===== src/rtl/sync_filter_bank_pkg.sv =====
// Shared definitions for the synchroniser / glitch-filter bank.
//   SYNC_STAGES_MIN/MAX : legal range of metastability chain length
//   FILTER_LEN_MAX      : largest supported debounce length
//   cnt_clog2()         : ceiling log2, sizes the per-channel debounce counter
package sync_filter_bank_pkg;

  localparam int SYNC_STAGES_MIN = 2;
  localparam int SYNC_STAGES_MAX = 4;
  localparam int FILTER_LEN_MAX  = 255;

  // Ceiling log2 of value (value >= 2 gives a result >= 1).
  function automatic int cnt_clog2(input int value);
    int v;
    int r;
    v = value - 1;
    r = 0;
    while (v > 0) begin
      r++;
      v = v >> 1;
    end
    return r;
  endfunction

endpackage


===== src/rtl/sync_filter_chan.sv =====
// One channel of the filter bank: metastability chain, debounce counter,
// filtered level register and registered rise/fall strobes.
// Ports:
//   clk, rst_n  : clock, synchronous active-low reset
//   async_in    : raw asynchronous input bit
//   sample_en   : filter sample strobe (chain runs every clock regardless)
//   sync_out    : synchronised, filtered level
//   rise, fall  : one-cycle strobes, high in the cycle sync_out shows its new value
//   edge_next   : combinational rise|fall for the coming edge, lets the top
//                 register any_edge so it lines up with rise/fall
module sync_filter_chan
  import sync_filter_bank_pkg::*;
#(
  parameter int   STAGES     = 2,
  parameter int   FILTER_LEN = 4,
  parameter logic RESET_BIT  = 1'b1
) (
  input  logic clk,
  input  logic rst_n,
  input  logic async_in,
  input  logic sample_en,
  output logic sync_out,
  output logic rise,
  output logic fall,
  output logic edge_next
);

  localparam int              CNT_W    = cnt_clog2(FILTER_LEN + 1);
  localparam logic [CNT_W-1:0] CNT_LAST = CNT_W'(FILTER_LEN - 1);

  // meta[0] is the first flop after the pad, meta[STAGES-1] the safe sample.
  logic [STAGES-1:0] meta;
  logic              s;
  logic [CNT_W-1:0]  cnt;
  logic [CNT_W-1:0]  cnt_next;
  logic              sync_next;
  logic              rise_next;
  logic              fall_next;

  assign s         = meta[STAGES-1];
  assign edge_next = rise_next | fall_next;

  // The counter tracks consecutive sampled cycles in which s disagrees with
  // the filtered level; any agreeing sample throws the partial count away.
  always_comb begin
    cnt_next  = cnt;
    sync_next = sync_out;
    rise_next = 1'b0;
    fall_next = 1'b0;
    if (sample_en) begin
      if (s == sync_out) begin
        cnt_next = '0;
      end else if (cnt == CNT_LAST) begin
        cnt_next  = '0;
        sync_next = s;
        rise_next = s;
        fall_next = ~s;
      end else begin
        cnt_next = cnt + CNT_W'(1);
      end
    end
  end

  always_ff @(posedge clk) begin
    if (!rst_n) begin
      meta     <= {STAGES{RESET_BIT}};
      sync_out <= RESET_BIT;
      cnt      <= '0;
      rise     <= 1'b0;
      fall     <= 1'b0;
    end else begin
      meta     <= {meta[STAGES-2:0], async_in};
      sync_out <= sync_next;
      cnt      <= cnt_next;
      rise     <= rise_next;
      fall     <= fall_next;
    end
  end

endmodule


===== src/rtl/sync_filter_bank.sv =====
// Multi-channel input synchroniser with per-channel glitch filtering and
// edge strobes. Channels are independent; never pass a multi-bit bus through.
// Ports:
//   clk, rst_n : clock, synchronous active-low reset
//   async_in   : WIDTH asynchronous pad inputs
//   sample_en  : filter sample strobe (tie 1 for per-clock filtering)
//   sync_out   : WIDTH filtered levels, reset to RESET_VAL
//   rise, fall : WIDTH one-cycle edge strobes
//   any_edge   : registered OR of all rise/fall, aligned with the strobes
module sync_filter_bank
  import sync_filter_bank_pkg::*;
#(
  parameter int               WIDTH      = 1,
  parameter int               STAGES     = 2,
  parameter int               FILTER_LEN = 4,
  parameter logic [WIDTH-1:0] RESET_VAL  = {WIDTH{1'b1}}
) (
  input  logic             clk,
  input  logic             rst_n,
  input  logic [WIDTH-1:0] async_in,
  input  logic             sample_en,
  output logic [WIDTH-1:0] sync_out,
  output logic [WIDTH-1:0] rise,
  output logic [WIDTH-1:0] fall,
  output logic             any_edge
);

  if (WIDTH < 1 || STAGES < SYNC_STAGES_MIN || STAGES > SYNC_STAGES_MAX ||
      FILTER_LEN < 1 || FILTER_LEN > FILTER_LEN_MAX) begin : g_param_err
    $fatal(1, "sync_filter_bank: illegal parameters WIDTH=%0d STAGES=%0d FILTER_LEN=%0d",
           WIDTH, STAGES, FILTER_LEN);
  end

  logic [WIDTH-1:0] edge_next;

  for (genvar i = 0; i < WIDTH; i++) begin : g_chan
    sync_filter_chan #(
      .STAGES     (STAGES),
      .FILTER_LEN (FILTER_LEN),
      .RESET_BIT  (RESET_VAL[i])
    ) u_chan (
      .clk       (clk),
      .rst_n     (rst_n),
      .async_in  (async_in[i]),
      .sample_en (sample_en),
      .sync_out  (sync_out[i]),
      .rise      (rise[i]),
      .fall      (fall[i]),
      .edge_next (edge_next[i])
    );
  end

  // Registered from the channels' next-cycle strobes so it asserts in the
  // same cycle as the rise/fall it summarises.
  always_ff @(posedge clk) begin
    if (!rst_n) begin
      any_edge <= 1'b0;
    end else begin
      any_edge <= |edge_next;
    end
  end

endmodule


===== config.mk =====
export PLATFORM = sky130hd
export DESIGN_NAME = sync_filter_bank
export DESIGN_NICKNAME = d
export VERILOG_FILES = /design/src/rtl/sync_filter_bank_pkg.sv /design/src/rtl/sync_filter_chan.sv /design/src/rtl/sync_filter_bank.sv
export SDC_FILE = /design/constraint.sdc
export NUM_CORES = 1
export LEC_CHECK = 0
export CAP_MARGIN = 0
export CORE_MARGIN = 3
export CORE_UTILIZATION = 25
export DETAILED_ROUTE_END_ITERATION = 12
export SYNTH_ARGS = -nofsm -noshare
export SYNTH_HDL_FRONTEND = slang
export SYNTH_SLANG_ARGS = --single-unit

===== constraint.sdc =====
create_clock -name clk -period 3.3 [get_ports clk]
set_input_delay 0.495 -clock clk [delete_from_list [all_inputs] [get_ports clk]]
set_output_delay 0.495 -clock clk [all_outputs]
set_load 0.03 [all_outputs]

==> qor.yml, run 1 <==
syn2layout_area_growth_pct: 34.34
multi_input_area_um2: 151.4
finalClockSkew_ns: 0.01027
cp-start-kind: "flop"
dp.final_hpwl_um: 398.3
fin_tns_setup_ns: 0
setup_violations: 0
worstSetupPathType: "reg -> out"
synth_area_leaders: "dfxtp_1 (54%), nand2b_1 (11%), xor2_2 (4.9%), a21boi_0 (4.5%), ha_1 (3.8%)"
gr-total-overflow: 0
fin_nets: 46
dp_cells: 50
power_leakage_nw: 0.1684
status: "finished, final reports clean"
grt_max_degree: 8
cts-hold-fix-buffers: 0
viasPerCell: 4.463
cp.required_ns: 2.80
slowest_delay_ns: 0.70
powerDensity_nw_per_um2: 451.4
synth_area_um2: 331.6
end_kind: "output pin"
core_area_um2: 1171
path_buf_inv: 1
wl_per_cell_um: 9.130
first_pass_iters: 4
cp_cell_sequence: "clkdlybuf4s50_1"
die_x_um: 42.42
drtIter0Drc: 1
post-cts-setup-buffers: 0
final_cell_mix: "dfxtp_1 (9), clkdlybuf4s50_1 (7), nand2b_1 (6)"
regArea_um2: 180.2
post-route-period-util_pct: 55.97
clkSinkCount: 9
critPathTopFamily: "buffers and inverters"
postRouteAntennaNets: 0
synth-seq-cells: 9
syn_nets: 34
cts.path.max_buffers: 2
place.gp.congestion: 0.7820
finalWirelength_um: 493
first_global_vias: 220
layout_commonest_cell: "dfxtp_1"
finalHoldViolations: 0
peakVddDrop_mv: 0.2500
cts_tree: "yes"
antenna_found_initial: 0
row_count: 12
worst_pin_slew_ns: 0.3081
rsz0062_at_grt: "no"
yosys_warnings: 0
die_h_um: 42.42
clock_latency_ns: 0.26
clk_pin_slew_worst_paths_ns: 0.06
cts_made_buffers: 3
drive_above_1_share_pct: 12.50
antenna_cells: 0
fin_cells: 54
crit_path_max_fanout: 3
syn_inst: 29
htree_levels: 1
via_count: 241
synth.avg_cell_area_um2: 11.43
portBuffers: 7
start_util_pct: 28.31
period_needed_ns: 1.847
slew_violations: 0
synth.distinct_cells: 14
arrival_ns: 1.35
cts_root_buf: "clkbuf_4"
critPathSlowestCell: "clkdlybuf4s50_1"
nFillCells: 123
io_pins: 8
drcViolationCount: 0
grt_pass1_wl_um: 890
cap_violations: 0
yosysSeqAreaShare_pct: 54.34
netlist.area_leader.share_pct: 54.34
fmax_mhz: 541.4
maxSlewHeadroom_pct: 79.39
yosysTopAreaCell: "dfxtp_1"
dieArea_um2: 1799
ctsResizeCount: 0
grtUsageTotal_pct: 7.193
min_path_type: "reg -> reg"
sequential cells by signal, indices dropped and copies added, names as in the netlist:
name,cells
g_chan.u_chan.meta,2
g_chan.u_chan.fall,1
any_edge,1
g_chan.u_chan.rise,1
g_chan.u_chan.cnt,3
g_chan.u_chan.sync_out,1
synthesized netlist by cell type:
library cell	n
and3_4	1
nand3_1	1
and2b_1	1
and2_1	1
a21oi_1	1
nand2_1	2
ha_1	1
and3b_1	1
nand2b_1	6
xor2_2	1
a21boi_0	2
dfxtp_1	9
nand4b_1	1
mux2i_1	1
cell type report:
| class | instances | share of cell area (%) |
|---|---|---|
| Clock buffer | 4 | 5.899 |
| Multi-Input combinational cell | 20 | 33.99 |
| Sequential cell | 9 | 40.45 |
| Tap cell | 14 | 3.933 |
| Timing Repair Buffer | 7 | 15.73 |
worst paths after layout:
check                                    startpoint                             endpoint  slack, ns  cells after the start
max          g_chan[0].u_chan.sync_out$_SDFFE_PN1P_                             sync_out       1.45                      1
min             g_chan[0].u_chan.meta[0]$_SDFF_PN1_  g_chan[0].u_chan.meta[1]$_SDFF_PN1_       0.40                      1
max reg2reg    g_chan[0].u_chan.cnt[0]$_SDFFE_PN0P_     g_chan[0].u_chan.rise$_SDFF_PN0_       2.13                      4
min reg2reg     g_chan[0].u_chan.meta[0]$_SDFF_PN1_  g_chan[0].u_chan.meta[1]$_SDFF_PN1_       0.40                      1
routing by layer:
layer	track usage, %	vias up	wire, µm
met3	7.725	0	44
met1	6.718	113	186
met4	1.863	0	0
met2	10.64	8	263
li1	-	120	-
met5	0	-	0
where the power goes:
group | switching [mW] | total (mW) | internal, mW
sequential | 0.000931 | 0.111 | 0.110
clock | 0.0352 | 0.0816 | 0.0464
combinational | 0.00317 | 0.00844 | 0.00527
total | 0.0393 | 0.201 | 0.162
through the flow:
| step | util, % | setup slack (ns) | hold slack (ns) | power [mW] | area, µm² |
|---|---|---|---|---|---|
| 4_1_cts | 38.03 | 1.439 | 0.4090 | 0.2063 | 445.4 |
| 6_report | 38.03 | 1.453 | 0.4048 | 0.2011 | 445.4 |
| 5_1_grt | 38.03 | 1.407 | 0.4194 | 0.2154 | 445.4 |
| 3_3_place_gp | 35.79 | 1.677 | 0.3924 | 0.1217 | 419.2 |
| 3_5_place_dp | 35.79 | 1.644 | 0.3955 | 0.1221 | 419.2 |
| 2_1_floorplan | - | 2.166 | 0.3863 | 0.1163 | 331.6 |
kinds of logic (layout without fill, tap and decap cells):
kind of cell / after synthesis / count (layout) / share of synthesized area (%)
buffers and inverters: 0 / 11 / 0
flip-flops: 9 / 9 / 54.34
multiplexers: 1 / 1 / 3.019
XOR/XNOR: 1 / 1 / 4.907
adder cells (fa/ha/maj): 1 / 1 / 3.773
AO/OA/AOI/OAI: 3 / 3 / 6.035
AND/OR/NAND/NOR: 14 / 14 / 27.93
No activity file was read; power rests on OpenSTA's default activity.
==> run 2: changes to the inputs <==
==> constraint.sdc (replaced) <==
create_clock -name clk -period 1.9 [get_ports clk]
set_input_delay 0.285 -clock clk [delete_from_list [all_inputs] [get_ports clk]]
set_output_delay 0.285 -clock clk [all_outputs]
set_load 0.03 [all_outputs]
==> run 2 against run 1 <==
  * Design area unchanged
  * Clock skew fell by 0.0010 ns
  * Final cell count is the same
  * Total power grew 76%
  * Via count grew 5.0%
  * Die area stayed put
==> qor.yml, run 2 (same netlist as run 1, synthesis figures left out) <==
status: "finished, final reports clean"
cts.path.max_buffers: 2  # unchanged
post-cts-setup-buffers: 0  # unchanged
dieArea_um2: 1799  # unchanged
critPathSlowestCell: "clkdlybuf4s50_1"
cp-start-kind: "flop"
powerDensity_nw_per_um2: 792.7  # +76%
worstSetupPathType: "reg -> out"
portBuffers: 7  # unchanged
htree_levels: 1  # unchanged
finalHoldViolations: 0  # unchanged
cap_violations: 0  # unchanged
wl_per_cell_um: 10.35  # +13%
post-route-util_pct: 38.03  # unchanged
drcViolationCount: 0  # unchanged
regArea_um2: 180.2  # unchanged
power_leakage_nw: 0.1684  # unchanged
grtUsageTotal_pct: 7.807  # +0.61 points
post-route-period-util_pct: 85.16
period_needed_ns: 1.618
finalClockSkew_ns: 0.009248  # -0.001018 ns
first_pass_iters: 3  # -1
wl_met2_um: 288  # +9.5%
antenna_cells: 0  # unchanged
finalWirelength_um: 559  # +13%
largest_register: "g_chan.u_chan.cnt"
arrival_ns: 1.33  # -0.02 ns
fin_cells: 54  # unchanged
layout_commonest_cell: "dfxtp_1"
nFillCells: 117  # -4.9%
start_util_pct: 28.31  # unchanged
clkSinkCount: 9  # unchanged
row_count: 12  # unchanged
dp_cells: 50  # unchanged
fin_ws_ns: 0.2820  # -1.171 ns
crit_path_max_fanout: 3  # unchanged
pre_cts_slack_ns: 0.4694  # -1.175 ns
via_count: 253  # +5.0%
cts_tree: "yes"
worst_pin_slew_ns: 0.3058  # -0.002348 ns
cts_made_buffers: 3  # unchanged
largest_register_ffs: 3  # unchanged
syn2layout_area_growth_pct: 34.34  # unchanged
top_regs: "g_chan.u_chan.cnt x3, g_chan.u_chan.meta x2"
path_buf_inv: 1  # unchanged
cp_cell_sequence: "clkdlybuf4s50_1"
antenna_found_initial: 0  # unchanged
gr-total-overflow: 0  # unchanged
postRouteAntennaNets: 0  # unchanged
die_x_um: 42.42  # unchanged
wl_met3_um: 54  # +23%
cts-hold-fix-buffers: 0  # unchanged
place.gp.congestion: 0.7131  # -8.8%
multi_input_area_um2: 151.4  # unchanged
slew_violations: 0  # unchanged
cp.required_ns: 1.62  # -1.18 ns
ctsResizeCount: 0  # unchanged
slowest_delay_ns: 0.69  # about the same
min_path_type: "reg -> reg"
drive_above_1_share_pct: 12.50  # unchanged
fin_tns_setup_ns: 0  # unchanged
fmax_mhz: 618.1
grt_max_degree: 8  # unchanged
end_kind: "output pin"
final_cell_mix: "dfxtp_1 (9), clkdlybuf4s50_1 (7), nand2b_1 (6)"
core_area_um2: 1171  # unchanged
top_layer: "met3"
rsz0062_at_grt: "no"
clock_latency_ns: 0.26  # about the same
wl_met1_um: 216  # +16%
first_global_vias: 253  # +15%
peakVddDrop_mv: 0.4153  # +66%
drtIter0Drc: 9  # +8
setup_violations: 0  # unchanged
total_power_mw: 0.3531  # +76%
cts_root_buf: "clkbuf_4"
critPathTopFamily: "buffers and inverters"
die_h_um: 42.42  # unchanged
viasPerCell: 4.685  # +5.0%
fin_nets: 46  # unchanged
clk_pin_slew_worst_paths_ns: 0.05  # about the same
grt_pass1_wl_um: 966  # +8.5%
maxSlewHeadroom_pct: 79.55  # +0.16 points
io_pins: 8  # unchanged
[run 2: cell counts in the layout (fill, tap and decap cells not counted)]
No cell type changed its count.
[run 2: final timing paths]
kind | end | from | cells past startpoint | slack (ns)
setup reg to reg | g_chan[0].u_chan.fall$_SDFF_PN0_ | g_chan[0].u_chan.cnt[0]$_SDFFE_PN0P_ | 4 | 0.71
setup / recovery | sync_out | g_chan[0].u_chan.sync_out$_SDFFE_PN1P_ | 1 | 0.28
hold / removal | g_chan[0].u_chan.meta[1]$_SDFF_PN1_ | g_chan[0].u_chan.meta[0]$_SDFF_PN1_ | 1 | 0.42
hold reg to reg | g_chan[0].u_chan.meta[1]$_SDFF_PN1_ | g_chan[0].u_chan.meta[0]$_SDFF_PN1_ | 1 | 0.42
[run 2: where the power goes]
group	internal (mW)	leakage (nW)	switching, mW	total (mW)
Clock	0.0808	0.0150	0.0644	0.145
Combinational	0.00918	0.0803	0.00566	0.0148
Sequential	0.191	0.0731	0.00178	0.193
Total	0.281	0.168	0.0719	0.353
[run 2: worst reg2reg max path: stages, from the launching register on]
cell and delay, ns:
dfxtp_1 0.33, ha_1 0.23, and3b_1 0.21, and3_4 0.17, and2b_1 0.14
[run 2: area by class of cell]
class / count / share of cell area [%]
Clock buffer: 4 / 5.899
Timing Repair Buffer: 7 / 15.73
Sequential cell: 9 / 40.45
Multi-Input combinational cell: 20 / 33.99
Tap cell: 14 / 3.933
[run 2: metal layers]
layer / vias to the layer above / track usage [%]
li1: 119 / -
met1: 124 / 6.202
met2: 10 / 12.16
met3: 0 / 8.155
met4: 0 / 3.727
met5: - / 0
[run 2: stage by stage]
step / area (µm²) / hold slack [ns]
floorplan: 331.6 / 0.3469
global placement: 419.2 / 0.3923
detailed placement: 419.2 / 0.4057
CTS: 445.4 / 0.4268
global route: 445.4 / 0.4439
finish: 445.4 / 0.4161
==> run 3: changes to the inputs <==
--- a/config.mk
+++ b/config.mk
@@ -6,7 +6,7 @@
 export NUM_CORES = 1
 export LEC_CHECK = 0
 export CAP_MARGIN = 0
-export CORE_MARGIN = 3
+export CORE_MARGIN = 4
 export CORE_UTILIZATION = 25
 export DETAILED_ROUTE_END_ITERATION = 12
 export SYNTH_ARGS = -nofsm -noshare
==> run 3 against run 2 <==
  * First-iteration DRC count down 89%
  * Routed wire length up 4.1%
  * Design area unchanged
  * Clock skew down 0.0089 ns
==> qor.yml, run 3 (same netlist as run 1, synthesis figures left out) <==
antenna_cells: 0  # unchanged
grt_util_met2_pct: 14.83  # +2.7 points
finalHoldViolations: 0  # unchanged
r2r_cells: 4  # unchanged
grt_use_met3_pct: 7.317  # -0.84 points
clock_latency_ns: 0.25  # about the same
postRouteAntennaNets: 0  # unchanged
critPathTopFamily: "buffers and inverters"
peakVddDrop_mv: 0.6341  # +53%
cp-start-kind: "flop"
reg2reg_slack_ns: 0.72  # about the same
post-route-period-util_pct: 86.79  # +1.6 points
end_kind: "output pin"
start_util_pct: 28.31  # unchanged
die_x_um: 44.42  # +4.7%
dp.final_hpwl_um: 473.2
row_count: 12  # unchanged
post-cts-setup-buffers: 0  # unchanged
drcViolationCount: 0  # unchanged
first_global_vias: 249  # -1.6%
period_needed_ns: 1.649  # +0.03102 ns
finalClockSkew_ns: 0.0003193  # -0.008928 ns
cts_tree: "yes"
power_leakage_nw: 0.1684  # unchanged
gr-total-overflow: 0  # unchanged
fin_tns_setup_ns: 0  # unchanged
top_usage_layer: "met2"
core_area_um2: 1171  # unchanged
post-route-util_pct: 38.03  # unchanged
via_count: 231  # -8.7%
cts_made_buffers: 3  # unchanged
timing.rr.end: "g_chan[0].u_chan.rise$_SDFF_PN0_"
crit_path_max_fanout: 3  # unchanged
cap_violations: 0  # unchanged
critPathSlowestCell: "clkdlybuf4s50_1"
cp.required_ns: 1.62  # about the same
cp_num_cells: 1  # unchanged
fin_cells: 54  # unchanged
worst_pin_slew_ns: 0.3078  # +0.002057 ns
cts.path.max_buffers: 2  # unchanged
reg2reg_from: "g_chan[0].u_chan.cnt[0]$_SDFFE_PN0P_"
path_buf_inv: 1  # unchanged
fin_nets: 46  # unchanged
antenna_found_initial: 0  # unchanged
syn2layout_area_growth_pct: 34.34  # unchanged
finalWirelength_um: 582  # +4.1%
slowest_delay_ns: 0.70  # about the same
grtUsageTotal_pct: 8.090  # +0.28 points
clk_pin_slew_worst_paths_ns: 0.06  # about the same
slew_violations: 0  # unchanged
place.gp.congestion: 0.7392  # +3.7%
fmax_mhz: 606.4  # -1.9%
min_path_type: "reg -> reg"
ctsResizeCount: 0  # unchanged
total_power_mw: 0.3485  # -1.3%
portBuffers: 7  # unchanged
cp-endpoint: "sync_out"
powerDensity_nw_per_um2: 782.4  # -1.3%
clkSinkCount: 9  # unchanged
status: "finished, final reports clean"
drtIter0Drc: 1  # -8
crit_start: "g_chan[0].u_chan.sync_out$_SDFFE_PN1P_"
dp_cells: 50  # unchanged
worstSetupPathType: "reg -> out"
arrival_ns: 1.36  # +0.03 ns
met1_usage_pct: 6.863  # +0.66 points
wl_per_cell_um: 10.78  # +4.1%
layout_commonest_cell: "dfxtp_1"
dieArea_um2: 1973  # +9.7%
first_pass_iters: 4  # +1
top_regs: "g_chan.u_chan.cnt x3, g_chan.u_chan.meta x2"
cts_root_buf: "clkbuf_4"
io_pins: 8  # unchanged
setup_violations: 0  # unchanged
grt_max_degree: 8  # unchanged
largest_register_ffs: 3  # unchanged
cp_cell_sequence: "clkdlybuf4s50_1"
cts-hold-fix-buffers: 0  # unchanged
maxSlewHeadroom_pct: 79.41  # -0.14 points
nFillCells: 122  # +4.3%
grt_pass1_wl_mm: 1.062  # +9.9%
viasPerCell: 4.278  # -8.7%
largest_register: "g_chan.u_chan.cnt"
htree_levels: 1  # unchanged
die_h_um: 44.42  # +4.7%
final_cell_mix: "dfxtp_1 (9), clkdlybuf4s50_1 (7), nand2b_1 (6)"
drive_above_1_share_pct: 12.50  # unchanged
rsz0062_at_grt: "no"
run 3: how the worst min path moves through the flow:
stage / start / to / depth (start not counted)
2_1_floorplan: rst_n / g_chan[0].u_chan.sync_out$_SDFFE_PN1P_ / 1
3_5_place_dp: g_chan[0].u_chan.meta[0]$_SDFF_PN1_ / g_chan[0].u_chan.meta[1]$_SDFF_PN1_ / 1
5_1_grt: g_chan[0].u_chan.meta[0]$_SDFF_PN1_ / g_chan[0].u_chan.meta[1]$_SDFF_PN1_ / 1
6_report: g_chan[0].u_chan.meta[0]$_SDFF_PN1_ / g_chan[0].u_chan.meta[1]$_SDFF_PN1_ / 1
3_3_place_gp: g_chan[0].u_chan.meta[0]$_SDFF_PN1_ / g_chan[0].u_chan.meta[1]$_SDFF_PN1_ / 1
4_1_cts: g_chan[0].u_chan.meta[0]$_SDFF_PN1_ / g_chan[0].u_chan.meta[1]$_SDFF_PN1_ / 1
run 3: final cells by class:
type	count	area, µm²	share of cell area [%]
multi-input cells	20	151.4	33.99
flip-flops and latches	9	180.2	40.45
clock buffers	4	26.28	5.899
repair buffers	7	70.07	15.73
well taps	14	17.52	3.933
run 3: metrics by stage:
step	instance area, µm²	setup WS [ns]	hold WS, ns
floorplan	331.6	0.7660	0.3469
global placement	419.2	0.4823	0.3903
global route	445.4	0.1823	0.4413
detailed placement	419.2	0.4129	0.4130
CTS	445.4	0.2250	0.4270
finish	445.4	0.2510	0.4213
run 3: power by group:
group	total (mW)	switching [mW]	internal (mW)
clock network	0.140	0.0600	0.0805
logic	0.0149	0.00573	0.00920
registers	0.193	0.00183	0.191
total	0.349	0.0675	0.281
run 3: per-layer routing:
layer / up-vias / part of all wire, %
met5: - / 0
li1: 118 / -
met3: 0 / 12
met4: 0 / 0
met2: 11 / 56
met1: 102 / 32
